`src/rtl/pool_pkg.sv`:
```
// Shared types and sizing helpers for the 2x2 pooling sequencer.
//   state_e  : sequencer states (IDLE, RD, LAST, WR, DONE)
//   MODE_*   : pooling mode encodings carried on mode_i
//   out_size : side length of the pooled map (floor(img/2))
//   acc_w    : accumulator width, two guard bits for a sum of four pixels
package pool_pkg;

  typedef enum logic [2:0] {
    IDLE,
    RD,
    LAST,
    WR,
    DONE
  } state_e;

  localparam logic MODE_AVG = 1'b0;
  localparam logic MODE_MAX = 1'b1;

  function automatic int out_size(input int img);
    return img / 2;
  endfunction

  function automatic int acc_w(input int data_w);
    return data_w + 2;
  endfunction

endpackage

```
`src/rtl/pool_acc.sv`:
```
// Time-multiplexed accumulator / max comparator, one pixel per enabled cycle.
// Ports:
//   clk_i, rst_i : clock, async active-high reset
//   init_i       : current din_i is the first pixel of a window (loads acc)
//   en_i         : din_i is valid this cycle, update the accumulator
//   mode_i       : MODE_AVG sums, MODE_MAX keeps the signed maximum
//   din_i        : signed pixel
//   result_o     : pooled value including the pixel on din_i this cycle
module pool_acc
  import pool_pkg::*;
#(
  parameter int DATA_W = 16
) (
  input  logic                     clk_i,
  input  logic                     rst_i,
  input  logic                     init_i,
  input  logic                     en_i,
  input  logic                     mode_i,
  input  logic signed [DATA_W-1:0] din_i,
  output logic signed [DATA_W-1:0] result_o
);

  localparam int ACC_W = acc_w(DATA_W);

  logic signed [ACC_W-1:0] acc_q;
  logic signed [ACC_W-1:0] acc_d;
  logic signed [ACC_W-1:0] din_ext;

  assign din_ext = {{(ACC_W-DATA_W){din_i[DATA_W-1]}}, din_i};

  always_comb begin
    acc_d = acc_q;
    if (init_i) begin
      acc_d = din_ext;
    end else if (mode_i == MODE_MAX) begin
      if (din_ext > acc_q) acc_d = din_ext;
    end else begin
      acc_d = acc_q + din_ext;
    end
  end

  // Result looks through to acc_d so the last pixel can be folded in and
  // registered by the caller in the same cycle. Bits [ACC_W-1:2] are the
  // arithmetic >>>2 truncated to DATA_W (floor division by 4).
  assign result_o = (mode_i == MODE_MAX) ? acc_d[DATA_W-1:0] : acc_d[ACC_W-1:2];

  always_ff @(posedge clk_i or posedge rst_i) begin
    if (rst_i) begin
      acc_q <= '0;
    end else if (en_i) begin
      acc_q <= acc_d;
    end
  end

endmodule

```
`src/rtl/pool2x2_sequencer.sv`:
```
// 2x2 stride-2 pooling sequencer over a row-major IMG_SIZE x IMG_SIZE map.
// Reads one pixel per cycle, writes one pooled value per 6-cycle window.
// Ports:
//   clk_i, rst_i         : clock, async active-high reset
//   start_i, mode_i      : run request (IDLE only), 0 = average / 1 = max
//   busy_o, done_o       : run in progress, one-cycle end-of-run pulse
//   rd_en_o, rd_addr_o   : pixel read strobe/address, data returns 1 cycle later
//   rd_data_i            : pixel read data
//   wr_en_o, wr_addr_o,
//   wr_data_o            : pooled result write port
module pool2x2_sequencer
  import pool_pkg::*;
#(
  parameter int DATA_W   = 16,
  parameter int IMG_SIZE = 28,
  parameter int ADDR_W   = 10
) (
  input  logic              clk_i,
  input  logic              rst_i,
  input  logic              start_i,
  input  logic              mode_i,
  output logic              busy_o,
  output logic              done_o,
  output logic              rd_en_o,
  output logic [ADDR_W-1:0] rd_addr_o,
  input  logic [DATA_W-1:0] rd_data_i,
  output logic              wr_en_o,
  output logic [ADDR_W-1:0] wr_addr_o,
  output logic [DATA_W-1:0] wr_data_o
);

  localparam int OUT_SIZE = out_size(IMG_SIZE);
  localparam logic [ADDR_W-1:0] IMG_A    = ADDR_W'(IMG_SIZE);
  localparam logic [ADDR_W-1:0] OUT_A    = ADDR_W'(OUT_SIZE);
  localparam logic [ADDR_W-1:0] OUT_LAST = ADDR_W'(OUT_SIZE - 1);
  localparam logic [ADDR_W-1:0] A_ONE    = ADDR_W'(1);

  if (IMG_SIZE < 2) begin : g_bad_img
    $error("pool2x2_sequencer: IMG_SIZE must be at least 2");
  end
  if ((64'd1 << ADDR_W) < 64'(IMG_SIZE * IMG_SIZE)) begin : g_bad_addr
    $error("pool2x2_sequencer: ADDR_W too narrow for IMG_SIZE^2");
  end

  state_e              state_q;
  logic [1:0]          k_q;
  logic [ADDR_W-1:0]   orow_q, ocol_q;
  logic [ADDR_W-1:0]   orow_d, ocol_d;
  logic                mode_q;
  logic                last_win;
  logic                acc_init, acc_en;
  logic [DATA_W-1:0]   acc_result;

  // Pixel k of window (orow, ocol): row = 2*orow + k[1], col = 2*ocol + k[0].
  function automatic logic [ADDR_W-1:0] pix_addr(input logic [ADDR_W-1:0] orow,
                                                 input logic [ADDR_W-1:0] ocol,
                                                 input logic [1:0]        k);
    logic [ADDR_W-1:0] row, col;
    row = {orow[ADDR_W-2:0], k[1]};
    col = {ocol[ADDR_W-2:0], k[0]};
    return row * IMG_A + col;
  endfunction

  assign last_win = (orow_q == OUT_LAST) && (ocol_q == OUT_LAST);

  always_comb begin
    ocol_d = ocol_q + A_ONE;
    orow_d = orow_q;
    if (ocol_q == OUT_LAST) begin
      ocol_d = '0;
      orow_d = orow_q + A_ONE;
    end
  end

  // Data for read k arrives while k+1 is being issued (or in LAST for k3).
  assign acc_init = (state_q == RD) && (k_q == 2'd1);
  assign acc_en   = ((state_q == RD) && (k_q != 2'd0)) || (state_q == LAST);

  pool_acc #(.DATA_W(DATA_W)) u_acc (
    .clk_i    (clk_i),
    .rst_i    (rst_i),
    .init_i   (acc_init),
    .en_i     (acc_en),
    .mode_i   (mode_q),
    .din_i    (rd_data_i),
    .result_o (acc_result)
  );

  always_ff @(posedge clk_i or posedge rst_i) begin
    if (rst_i) begin
      state_q   <= IDLE;
      k_q       <= '0;
      orow_q    <= '0;
      ocol_q    <= '0;
      mode_q    <= MODE_AVG;
      busy_o    <= 1'b0;
      done_o    <= 1'b0;
      rd_en_o   <= 1'b0;
      rd_addr_o <= '0;
      wr_en_o   <= 1'b0;
      wr_addr_o <= '0;
      wr_data_o <= '0;
    end else begin
      done_o  <= 1'b0;
      wr_en_o <= 1'b0;
      case (state_q)
        IDLE: begin
          if (start_i) begin
            state_q   <= RD;
            busy_o    <= 1'b1;
            mode_q    <= mode_i;
            orow_q    <= '0;
            ocol_q    <= '0;
            k_q       <= '0;
            rd_en_o   <= 1'b1;
            rd_addr_o <= '0;
          end
        end
        RD: begin
          if (k_q == 2'd3) begin
            state_q <= LAST;
            rd_en_o <= 1'b0;
          end else begin
            k_q       <= k_q + 2'd1;
            rd_addr_o <= pix_addr(orow_q, ocol_q, k_q + 2'd1);
          end
        end
        LAST: begin
          state_q   <= WR;
          wr_en_o   <= 1'b1;
          wr_addr_o <= orow_q * OUT_A + ocol_q;
          wr_data_o <= acc_result;
        end
        WR: begin
          if (last_win) begin
            state_q <= DONE;
            busy_o  <= 1'b0;
            done_o  <= 1'b1;
          end else begin
            state_q   <= RD;
            orow_q    <= orow_d;
            ocol_q    <= ocol_d;
            k_q       <= '0;
            rd_en_o   <= 1'b1;
            rd_addr_o <= pix_addr(orow_d, ocol_d, 2'd0);
          end
        end
        DONE: begin
          state_q <= IDLE;
        end
        default: begin
          state_q <= IDLE;
        end
      endcase
    end
  end

endmodule

```
`config.mk`:
```
export PLATFORM = sky130hd
export DESIGN_NAME = pool2x2_sequencer
export DESIGN_NICKNAME = d
export VERILOG_FILES = /design/src/rtl/pool_pkg.sv /design/src/rtl/pool_acc.sv /design/src/rtl/pool2x2_sequencer.sv
export SDC_FILE = /design/constraint.sdc
export NUM_CORES = 1
export LEC_CHECK = 0
export ABC_AREA = 1
export CORE_AREA = 2 2 128 130
export CTS_CLUSTER_SIZE = 12
export DETAILED_ROUTE_END_ITERATION = 8
export DIE_AREA = 0 0 130 132
export MAX_ROUTING_LAYER = met4
export PLACE_DENSITY = 0.74
export SLEW_MARGIN = 25
export SYNTH_ARGS = -nofsm -noshare
export SYNTH_HDL_FRONTEND = slang
export SYNTH_SLANG_ARGS = --single-unit
```
`constraint.sdc`:
```
create_clock -name clk_i -period 4.75 [get_ports clk_i]
set_input_delay 1.425 -clock clk_i [delete_from_list [all_inputs] [get_ports clk_i]]
set_output_delay 1.425 -clock clk_i [all_outputs]
set_load 0.02 [all_outputs]
```
==> key figures <==
Yosys
  – Syn Area/Cell: 7.048 µm²
  – Most common cell in the netlist: nand2_1
  – EDFF count, synth: 0
  – Post-synthesis cell area: 7781 µm²
  – Synthesized flop and latch total: 84
  – Multiplexer share of the synthesized area: 0
  – Synthesized instance count: 1104
  – Post-synth top area cell: dfrtp_1
  – YS warnings: 0
  – Commonest cells in the netlist: nand2_1, inv_1, nand3_1
  – Largest family of logic cells by synthesized area: simple AND/OR/NAND/NOR gates
  – Compound-cell area share of the yosys netlist: 0.1167
  – Synth Area in Simple Gates: 0.2965
  – Synth unique cells: 42
  – Async S/R FF share, synth: 1.000
  – Adder-Cell Fraction of Synth Area: 0.1811
  – Synth top area cells: dfrtp_1, ha_1, nand2_1
  – Top FF cell, synth: dfrtp_1
  – Syn_nets: 1227
  – Synth top area share: 0.2701
  – XOR/XNOR share of the synthesized area: 0.03586
  – Register area share after synthesis: 0.2701

Floorplan
  – Die area: 17160 µm²
  – Die height: 132 µm
  – Initial Util: 0.4952
  – # rows: 46
  – Core area: 15710 µm²
  – Die Span X: 130 µm
  – IO Pins: 60

STA
  – Relative slew margins: 0.2918
  – Tightest Pin Transition: 1.062 ns
  – Setup violations, final: 0
  – RSZ-0062 raised after global routing: false
  – Hold WS: 0.4785 ns
  – Fin Setup TNS: 0 ns
  – Final Worst Setup Slack: 0.6821 ns
  – Worst Clk Skew: 0.008201 ns
  – Final Hold Viols: 0
  – Fmax: 0.2458 GHz
  – Final Max Tran Viols: 0
  – Tmin final: 4.068 ns
  – Tcrit/Tclk final: 0.8564

Clock network
  – H-tree depth: 3
  – CTS Buf Count: 9
  – Hold buffer count at CTS: 0
  – Clock slew at reported path FFs: 0.07 ns
  – CTS tree: built
  – Clock tree buffer depth: 2
  – Post-cts sizing count: 0
  – Root buffer selected by CTS: clkbuf_16
  – Post-CTS setup buffers: 0
  – CTS sink count: 84
  – Clock latency at the later pin of the worst-skew pair: 0.36 ns

Critical path
  – Crit end category: flip-flop
  – Worst Path Buf+Inv: 3
  – Crit path top cell by count: nand2_1
  – Max Fanout on Critical Path: 7
  – Cell chain of the critical path: inv_1 -> ha_1 -> nand3_1 -> nor2_2 -> nand2_2 -> inv_2 -> nor2_1 -> a21oi_1 -> fa_1 -> ha_1 -> fa_1 -> ha_1 -> o21ai_0 -> nand2_1 -> nand2_1 -> inv_1 -> o21a_1 -> nor2_1 -> nand3b_1 -> nand3_1 -> nand2_1 -> nand2_1 -> nand2_1
  – CP Launch Type: flip-flop
  – CP max stage delay: 0.49 ns
  – Data arrival, critical path: 4.37 ns
  – Slowest cell on the critical path: fa_1
  – Cell family with most CP delay: adder cells
  – Critical path class: flip-flop to flip-flop
  – Req. time, crit path: 5.05 ns

Cells and area
  – Post-Route Utilization: 0.5639
  – Area Overhead vs Synth: 13.88%
  – Layout cell share with drive strength beyond 1: 0.05086
  – Nets: 1278
  – Non-Filler Instances: 1376
  – # diodes: 0
  – Fin area: 8861 µm²

Min path
  – Hold Path Class: flip-flop to flip-flop

Drt
  – Routed wire length per instance: 15.57 µm
  – First-pass detailed-route iteration total: 5
  – WL final: 21.42 mm
  – Via density: 5.383
  – DRT antenna net count: 0
  – DRT iter0 DRCs: 492
  – Vias: 7407
  – DRC: 0

Power and ir drop
  – Pwr Density: 634.7 nW/µm²
  – Max rail drop VDD: 0.3400 mV
  – Overall power: 5.624 mW
  – Leak: 4.758 nW

Placed design
  – Dpl cells: 1360
  – Port bufs: 59
  – Cell Area, Placed: 8568 µm²
  – Gpl congestion: 1.001
  – Dpl ws: 0.4154 ns
  – Dpl hpwl: 16.25 mm

Global route
  – Initial antenna violation count: 0
  – Vias in the first global route: 7178
  – First-pass GRT wire length: 35.39 mm
  – Largest net degree at the start of global routing: 61
  – GRT Overall Usage: 0.2656
  – Total global routing overflow: 0

Run
  – Max-cap viol count: 0

Run status
  – Status: complete, no violations
[layout make-up]
class | instances | area, µm²
fill | 1537 | 6852
clock buffer | 10 | 229.0
inverter | 169 | 639.4
tap | 216 | 270.3
sequential | 84 | 2102
timing repair buffer | 67 | 650.6
clock inverter | 6 | 63.81
multi-input combinational | 824 | 4906
[kinds of logic after synthesis]
kind of cell | Yosys count
buf+inv | 196
compound gates | 157
simple gates | 533
flops | 84
fa+ha+maj | 103
xor+xnor | 31
[report_power, final]
part,internal [mW],switching [mW]
combinational,1.30,2.36
sequential,1.00,0.235
clock,0.408,0.320
total,2.71,2.91
[per-layer routing]
metal,GRT usage,vias to the layer above,part of all wire
li1,-,3704,-
met3,0.03490,35,0.036
met1,0.3345,3488,0.45
met2,0.4459,180,0.50
met4,0.07407,0,0.020
met5,-,-,0
[flip-flops by register name, indices dropped and copies added, names as in the netlist]
name         count
rd_en_o          1
u_acc.acc_q     18
k_q              2
rd_addr_o       10
mode_q           1
wr_data_o       16
state_q          3
done_o           1
wr_addr_o       10
ocol_q          10
orow_q          10
wr_en_o          1
busy_o           1
[tightest hold or removal path, delay by kind of cell, from the launching register on]
family	cells	cell delay, ns
AND/OR/NAND/NOR	2	0.11
flip-flops	1	0.34
[worst paths after layout]
kind | endpoint | slack [ns] | startpoint | depth (start not counted)
worst max-delay path | rd_addr_o[9]$_DFFE_PP0P_ | 0.68 | ocol_q[1]$_DFFE_PP0P_ | 23
worst min register to register | wr_addr_o[1]$_DFFE_PP0P_ | 0.48 | wr_addr_o[1]$_DFFE_PP0P_ | 2
worst min-delay path | wr_addr_o[1]$_DFFE_PP0P_ | 0.48 | wr_addr_o[1]$_DFFE_PP0P_ | 2
min in group asynchronous | k_q[0]$_DFFE_PP0P_ | 1.48 | rst_i | 2
max in group asynchronous | ocol_q[2]$_DFFE_PP0P_ | 2.51 | rst_i | 3
worst max register to register | rd_addr_o[9]$_DFFE_PP0P_ | 0.68 | ocol_q[1]$_DFFE_PP0P_ | 23
[layout by cell type, fill, tap and decap left out, types with 8 or more instances in the layout]
cell type,count
nand2_1,287
inv_1,163
nand3_1,118
ha_1,87
dfrtp_1,84
nor2_1,73
clkdlybuf4s50_1,59
o21ai_0,47
a21oi_1,46
xor2_1,19
fa_1,16
a31oi_1,15
o22ai_1,14
nand4_1,12
nor3_1,11
xnor2_1,11
clkbuf_16,9
nand2_2,8
buf_4,8
(Power assumes the default switching activity.)
